<file path="src/rtl/sweep_ctrl_pkg.sv">
// Shared types and default sizes for the sweep controller and its counter core.
package sweep_ctrl_pkg;

  localparam int DEF_WIDTH   = 4;
  localparam int DEF_DWELL_W = 4;

  typedef enum logic [1:0] {
    IDLE = 2'd0,
    UP   = 2'd1,
    DOWN = 2'd2
  } sweep_state_t;

endpackage

</file>
<file path="src/rtl/updown_core.sv">
// Loadable up/down counter with synchronous reset; load wins over inc/dec.
module updown_core #(
  parameter int WIDTH = sweep_ctrl_pkg::DEF_WIDTH
) (
  input  logic             clk,
  input  logic             reset,
  input  logic             load,
  input  logic [WIDTH-1:0] value,
  input  logic             inc,
  input  logic             dec,
  output logic [WIDTH-1:0] count
);

  always_ff @(posedge clk) begin
    if (reset)
      count <= '0;
    else if (load)
      count <= value;
    else if (inc)
      count <= count + 1'b1;
    else if (dec)
      count <= count - 1'b1;
  end

endmodule

</file>
<file path="src/rtl/sweep_counter_ctrl.sv">
// Sweep controller: walks the counter lo->hi once or ping-pongs between the
// latched bounds, holding each value for dwell+1 cycles.
module sweep_counter_ctrl
  import sweep_ctrl_pkg::*;
#(
  parameter int WIDTH   = DEF_WIDTH,
  parameter int DWELL_W = DEF_DWELL_W
) (
  input  logic               clk,
  input  logic               reset,
  input  logic               start,
  input  logic               stop,
  input  logic               pingpong,
  input  logic [WIDTH-1:0]   lo,
  input  logic [WIDTH-1:0]   hi,
  input  logic [DWELL_W-1:0] dwell,
  output logic [WIDTH-1:0]   count,
  output logic               step_up,
  output logic               step_down,
  output logic               busy,
  output logic               done,
  output logic               err
);

  sweep_state_t       state, state_n;
  logic [WIDTH-1:0]   lo_l, hi_l;
  logic [DWELL_W-1:0] dwell_l, timer;
  logic               pp_l;
  logic               load, finish, reject;

  // Stop is checked before any step so an abort never moves the count.
  always_comb begin
    state_n   = state;
    step_up   = 1'b0;
    step_down = 1'b0;
    load      = 1'b0;
    finish    = 1'b0;
    reject    = 1'b0;
    case (state)
      IDLE: begin
        if (start) begin
          if (lo <= hi) begin
            load    = 1'b1;
            state_n = UP;
          end else begin
            reject = 1'b1;
          end
        end
      end
      UP: begin
        if (stop) begin
          state_n = IDLE;
        end else if (timer == '0) begin
          if (count < hi_l) begin
            step_up = 1'b1;
          end else if (!pp_l) begin
            state_n = IDLE;
            finish  = 1'b1;
          end else if (lo_l < hi_l) begin
            step_down = 1'b1;
            state_n   = DOWN;
          end
        end
      end
      DOWN: begin
        if (stop) begin
          state_n = IDLE;
        end else if (timer == '0) begin
          if (count > lo_l) begin
            step_down = 1'b1;
          end else begin
            step_up = 1'b1;
            state_n = UP;
          end
        end
      end
      default: state_n = IDLE;
    endcase
  end

  always_ff @(posedge clk) begin
    if (reset) begin
      state   <= IDLE;
      lo_l    <= '0;
      hi_l    <= '0;
      dwell_l <= '0;
      pp_l    <= 1'b0;
      done    <= 1'b0;
      err     <= 1'b0;
    end else begin
      state <= state_n;
      done  <= finish;
      err   <= reject;
      if (load) begin
        lo_l    <= lo;
        hi_l    <= hi;
        dwell_l <= dwell;
        pp_l    <= pingpong;
      end
    end
  end

  // The timer reloads whenever it expires, including the lo == hi ping-pong hold.
  always_ff @(posedge clk) begin
    if (reset)
      timer <= '0;
    else if (load)
      timer <= dwell;
    else if (state != IDLE && !stop) begin
      if (timer != '0)
        timer <= timer - 1'b1;
      else
        timer <= dwell_l;
    end
  end

  assign busy = (state != IDLE);

  updown_core #(.WIDTH(WIDTH)) u_core (
    .clk   (clk),
    .reset (reset),
    .load  (load),
    .value (lo),
    .inc   (step_up),
    .dec   (step_down),
    .count (count)
  );

endmodule

</file>
<file path="config.mk">
export PLATFORM = sky130hd
export DESIGN_NAME = sweep_counter_ctrl
export DESIGN_NICKNAME = d
export VERILOG_FILES = /design/src/rtl/sweep_ctrl_pkg.sv /design/src/rtl/updown_core.sv /design/src/rtl/sweep_counter_ctrl.sv
export SDC_FILE = /design/constraint.sdc
export NUM_CORES = 1
export LEC_CHECK = 0
export CAP_MARGIN = 40
export CORE_AREA = 2 2 69 71
export DETAILED_ROUTE_END_ITERATION = 12
export DIE_AREA = 0 0 71 73
export GPL_ROUTABILITY_DRIVEN = 1
export GPL_TIMING_DRIVEN = 0
export SLEW_MARGIN = 20
export SYNTH_ARGS = -nofsm -noshare
export SYNTH_HDL_FRONTEND = slang
export SYNTH_SLANG_ARGS = --single-unit
</file>
<file path="constraint.sdc">
create_clock -name clk -period 4 [get_ports clk]
set_input_delay 0.8 -clock clk [delete_from_list [all_inputs] [get_ports clk]]
set_output_delay 0.8 -clock clk [all_outputs]
set_load 0.01 [all_outputs]
</file>
**Yosys cells after proc, flatten, opt, wreduce, memory -nomap -nowiden**

Cells that the tools add are included.
W data, S select, Z words.

- Input port bits: 17
- Register bits after elaboration: 25
- Word-level logic and storage cells: 78
- Output and inout port bits: 9

- Bitwise operators: 4
- Equality and inequality tests: 9
- Add/subtract/negate cells: 3
- $lt $le $gt $ge: 4
- Multiplexer cells: 38
- Reduce and logical (&&, ||, !) cells: 11

Operator list:

| operator | number |
|---|---|
| $mux W4 | 6 |
| $mux W2 | 10 |
| $mux W1 | 19 |
| $ne A3 B3 Y1 const B | 4 |
| $lt A4 B4 Y1 | 2 |
| $sub A4 B1 Y4 const B | 2 |
| $reduce_and A7 Y1 | 1 |
| $pmux W2 S3 | 1 |
| $reduce_or A5 Y1 | 1 |
| $add A4 B1 Y4 const B | 1 |
| $gt A4 B4 Y1 | 1 |
| $le A4 B4 Y1 | 1 |
| $logic_not A4 Y1 | 1 |
| $ne A2 B2 Y1 const B | 2 |
| $ne A4 B4 Y1 const B | 1 |
| $not A1 Y1 | 4 |
| $pmux W1 S2 | 2 |
| $reduce_bool A2 Y1 | 2 |
| $reduce_bool A4 Y1 | 1 |
| $reduce_bool A3 Y1 | 1 |
| $reduce_or A3 Y1 | 1 |
| $eq A2 B1 Y1 const B | 1 |
| $eq A2 B2 Y1 const B | 1 |
| $logic_not A2 Y1 | 1 |
| 2 further kinds | 2 |

**Depth between registers and ports, before layout**

Gate-level depths: netlist (run 1).

- Depth after elaboration: 10
- Mapped depth: 14
- Depth with buffers taken out: 14

**Cells and area by module**

From an unflattened synthesis (run 1), not the netlist that was laid out.

- Cell total of the unflattened synthesis: 213
- Area total of the unflattened synthesis: 1783.0 µm²

By module, submodules not included:

| module | instances | seq. area each (µm²) | area each (µm²) | cells each |
|---|---|---|---|---|
| sweep_counter_ctrl | 1 | 420.4 | 1477.7 | 177 |
| updown_core | 1 | 80.1 | 305.3 | 36 |

**Worst setup path after synthesis (run 1)**

OpenSTA, ideal clock, no wires.

- Path type: register -> register
- Start point: register u_core.count[1]
- End point: register u_core.count[3]
- Library setup time: 0.116 ns
- Path slack: 1.065 ns
- Buffers on the path: 0
- Clock period less this slack: 2.935 ns
- Cell stages (with the launch flop): 13
- Arrival time: 2.819 ns
- Required time: 3.884 ns
- Path through: dfxtp_1 -> ha_1 -> a2111oi_4 -> o21ai_4 -> o21a_1 -> nand2b_1 -> ha_1 -> a21o_1 -> a21oi_1 -> xor2_1 -> nand2_1 -> o31a_1 -> and3b_1

- Word-level cells in the longest chain between the ends: 7
- Elaborated cells between the ends (all ways): 22
- Classes of those cells: add/sub (2); order compare (2); mux (17); reduce/logical (1)

Ends and longest elaborated chain:

| element | RTL line | text |
|---|---|---|
| start, declared | updown_core.sv:11 | `output logic [WIDTH-1:0] count` |
| start signal, assigned | updown_core.sv:18 | `count <= value;` |
| start signal, assigned | updown_core.sv:20 | `count <= count + 1'b1;` |
| start signal, assigned | updown_core.sv:22 | `count <= count - 1'b1;` |
| $gt A4 B4 Y1 or $lt A4 B4 Y1 (tied branches) | sweep_counter_ctrl.sv:69, sweep_counter_ctrl.sv:54 |  |
| $mux W1 (on tied branches) | sweep_counter_ctrl.sv:69, sweep_counter_ctrl.sv:54 |  |
| $mux W1 (on tied branches) | sweep_counter_ctrl.sv:68, sweep_counter_ctrl.sv:53 |  |
| $mux W1 (on tied branches) | sweep_counter_ctrl.sv:66, sweep_counter_ctrl.sv:51 |  |
| $pmux W1 S2 | sweep_counter_ctrl.sv:39 | `case (state)` |
| $mux W4 | updown_core.sv:19 | `else if (inc)` |
| $mux W4 | updown_core.sv:17 | `else if (load)` |

Parallel ways exist; a longest one is shown, timed or not. The select of a mux whose other input is x is not followed.
A chain may end at the register's enable or synchronous reset.

**Worst setup path in the final report (run 1)**

- Start point: input port stop
- End point: output port step_down

- Word-level cells in the longest chain between the ends: 2
- Elaborated cells between the ends (all ways): 3
- Classes of those cells: mux (3)

Ends and longest elaborated chain:

| element | RTL line | text |
|---|---|---|
| start, declared | sweep_counter_ctrl.sv:12 | `input logic stop,` |
| $mux W1 (on tied branches) | sweep_counter_ctrl.sv:66, sweep_counter_ctrl.sv:51 |  |
| $pmux W1 S2 (*) | sweep_counter_ctrl.sv:39 |  |
| end, declared | sweep_counter_ctrl.sv:19 | `output logic step_down,` |

Every way passes the cells marked *; elsewhere a longest branch is shown, timed or not.

==> impl_metrics.py, run 1 <==
metrics = {
    "run_status": {
        "status": "finished clean",
    },
    "synth": {
        "synth_edf_count": 0,
        "ys_seq_area_share_pct": 28.03,
        "netlist-cell-type-count": 47,
        "synth_fp_nets": 249,
        "synth_cells": 209,
        "synth_ff_type": "dfxtp_1",
        "synth_area_leaders": "dfxtp_1 28%, ha_1 15%, nand2_1 7.1%",
        "syn-cell-area_um2": 1785,
        "synth_largest_area_cell": "dfxtp_1",
        "avgSynthCellArea_um2": 8.543,
        "ys_warn_count": 0,
        "synth_common_cells": "34 x nand2_1, 25 x dfxtp_1, 24 x a21oi_1",
        "netlist.area_leader.share_pct": 28.03,
        "yosysMostFrequentCell": "nand2_1",
        "async_reset_ff_share_pct": 0,
        "synth-seq-cells": 25,
    },
    "routing": {
        "wire_per_inst_um": 13.73,
        "vias_per_cell": 5.137,
        "drt-total-wl_mm": 3.994,
        "first_iter_violations": 49,
        "drc": 0,
        "antenna_left": 0,
        "vias": 1495,
        "first_pass_iters": 4,
    },
    "finish": {
        "num_antenna_cells": 0,
        "layout.area.seq_um2": 500.5,
        "layout.nets": 278,
        "fin_util_pct": 47.14,
        "multiInputGateArea_um2": 1187,
        "n_fill_cell": 476,
        "area_growth_pct": 19.76,
        "drive_gt1_share_pct": 8.439,
    },
    "cts": {
        "cts_root_buf": "clkbuf_8",
        "cts_hold_buffers": 0,
        "htreeDepth": 1,
        "post_cts_buffers": 0,
        "clk_pin_slew_worst_paths_ns": 0.09,
        "clockBufferDepth": 2,
        "clk_latency_ns": 0.27,
        "cts-buffers-inserted": 3,
        "ctsResizeCount": 0,
        "numClockSinks": 25,
        "cts_tree": "built",
    },
    "timing": {
        "grt_setup_unrepaired": "false",
        "relSlewSlack_pct": 65.18,
        "final_hold_viol_count": 0,
        "setup_tns_ns": 0,
        "fin_crit_sh_pct": 92.19,
        "worst_pin_slew_ns": 0.5212,
        "layout_min_cycle_time_ns": 3.688,
        "fin_skew_ns": 0.01150,
        "slew_viol_final": 0,
        "setup_viol": 0,
        "max_freq_ghz": 0.2712,
    },
    "worst_setup_path": {
        "reg2reg_to": "u_core.count[3]",
        "critPathKind": "input port to output pin",
        "crit_family": "buffers and inverters",
        "path_max_fanout": 5,
        "cp_cell_sequence": "clkdlybuf4s50_1, nor2b_1, nand2_1, o21bai_1, o21bai_1, and2_1, clkdlybuf4s50_1",
        "crit_start": "stop",
        "reg2reg_depth": 12,
        "critical-path-max-stage-delay_ns": 0.53,
        "reg2reg_from": "u_core.count[1]",
        "worst-endpoint-arrival_ns": 2.89,
        "critPathBufInv": 2,
        "cp_slowest_cell": "clkdlybuf4s50_1",
        "endpoint": "step_down",
        "crit_cells": 7,
        "cp-end-kind": "output pin",
        "cp-start-kind": "input port",
        "cp.required_ns": 3.20,
        "reg2reg_slack_ns": 0.83,
    },
    "floorplan": {
        "die_w_um": 71,
        "fp-row-count": 25,
        "die_h_um": 73,
        "initial_utilization_pct": 39.37,
        "ios": 26,
        "core_um2": 4536,
        "die-area_um2": 5183,
    },
    "placed_design": {
        "portBuffers": 24,
        "gp_congestion": 0.7666,
        "dp_hpwl_mm": 3.180,
    },
    "run": {
        "drv_cap": 0,
    },
    "pwr": {
        "peakVddDrop_mv": 0.2327,
        "leakage_nw": 0.8292,
        "cellPowerDensity_nw_per_um2": 454.5,
    },
    "hold_path": {
        "hp-class": "flop to flop",
    },
    "grt": {
        "grt_pass1_wl_mm": 7.051,
        "first_global_vias": 1536,
        "overflow": 0,
        "grt_max_degree": 14,
        "grt_antenna_before_repair": 0,
        "grt_usage_pct": 17.02,
    },
}
## per-stage QoR
| step | instances | area, um2 | setup WS (ns) | hold WS (ns) | total power, mW |
|---|---|---|---|---|---|
| detailed placement | 287 | 2093 | 0.3064 | 0.4477 | 0.8272 |
| floorplan | 209 | 1785 | 1.065 | 0.4363 | 0.6921 |
| finish | 291 | 2138 | 0.3122 | 0.4603 | 0.9719 |
| global placement | 287 | 2093 | 0.3008 | 0.4444 | 0.8238 |
| global route | 291 | 2138 | 0.1680 | 0.4851 | 1.061 |
| CTS | 291 | 2138 | 0.2905 | 0.4615 | 0.9865 |
## flip-flops by register name, summed over array words and instances (netlist names)
signal,flops
timer,4
lo_l,4
pp_l,1
done,1
err,1
state,2
u_core.count,4
hi_l,4
dwell_l,4
## power by group
group	internal (mW)	total [mW]	leakage, nW	switching, mW
Combinational	0.222	0.490	0.602	0.268
Sequential	0.289	0.330	0.205	0.0414
Clock	0.0713	0.152	0.0228	0.0804
## layout make-up
cell class / count / area share (%)
buffer: 7 / 1.229
clock buffer: 4 / 2.106
inverter: 19 / 3.335
multi-input combinational: 158 / 55.53
sequential: 25 / 23.41
tap: 54 / 3.160
timing repair buffer: 24 / 11.23
## layout by cell type, fill, tap and decap left out, types with 2 or more instances in the layout
cell type         n
clkdlybuf4s50_1  24
nand4_1           3
dfxtp_1          25
a211o_2           2
nor2b_1           4
a2111oi_4         3
clkbuf_1          8
o21a_1            4
nor4_1            2
ha_1             22
nand2_1          34
a21oi_1          24
inv_1            19
nand3_1           2
nor3_1            2
clkbuf_8          3
o21ai_0           4
o221ai_1          2
xor2_1            2
or2_2             2
o21bai_1          4
nand2b_1          4
nor2_1           12
## logic make-up after synthesis
| group | share of synthesized area [%] |
|---|---|
| DFF | 28.03 |
| xor gates and xnor gates | 1.472 |
| AOI/OAI and AO/OA | 28.66 |
| buffers and inverters | 5.466 |
| adders and majority gates | 16.54 |
| muxes | 0.5606 |
| and+or+nand+nor | 19.27 |
## worst min-delay path by stage
stage	startpoint	end	slack, ns	depth (start not counted)
after floorplan	hi_l[1]	hi_l[1]	0.44	2
after global placement	hi_l[3]	hi_l[3]	0.44	2
after detailed placement	hi_l[3]	hi_l[3]	0.45	2
after CTS	hi_l[3]	hi_l[3]	0.46	2
after global routing	hi_l[3]	hi_l[3]	0.49	2
final	hi_l[3]	hi_l[3]	0.46	2
## worst register-to-register path, stage by stage (launching register included)
cell       delay, ns
dfxtp_1         0.48
ha_1            0.31
a2111oi_4       0.40
o21ai_4         0.15
o21a_1          0.16
nand2b_1        0.23
ha_1            0.30
a21o_1          0.17
a21oi_1         0.18
xor2_1          0.21
nand2_1         0.08
o31a_1          0.24
and3b_1         0.17
## per-layer routing
layer,vias up,GRT usage (%),part of all wire (%)
met5,-,0,0
met4,0,4.403,1.2
met3,6,3.591,3.9
met2,29,28.97,47
met1,674,22.01,48
li1,786,-,-
Note: power is estimated with default switching activity, not from simulation.
==> run 2: changes to the inputs <==
--- a/config.mk
+++ b/config.mk
@@ -11,6 +11,7 @@
 export DIE_AREA = 0 0 71 73
 export GPL_ROUTABILITY_DRIVEN = 1
 export GPL_TIMING_DRIVEN = 0
+export SETUP_SLACK_MARGIN = 0.5
 export SLEW_MARGIN = 20
 export SYNTH_ARGS = -nofsm -noshare
 export SYNTH_HDL_FRONTEND = slang
==> constraint.sdc (replaced) <==
create_clock -name clk -period 4 [get_ports clk]
set_input_delay 0.4 -clock clk [delete_from_list [all_inputs] [get_ports clk]]
set_output_delay 0.4 -clock clk [all_outputs]
set_load 0.01 [all_outputs]
==> results of run 2 <==
The final DEF is identical to that of run 1. Status: finished clean.
Among the figures that moved: setup slack after placement 0.3064 ns -> 0.8131 ns; setup slack after layout 0.3122 ns -> 0.8297 ns; start point of the critical path stop -> u_core.count[1]; end point of the critical path step_down -> u_core.count[3]
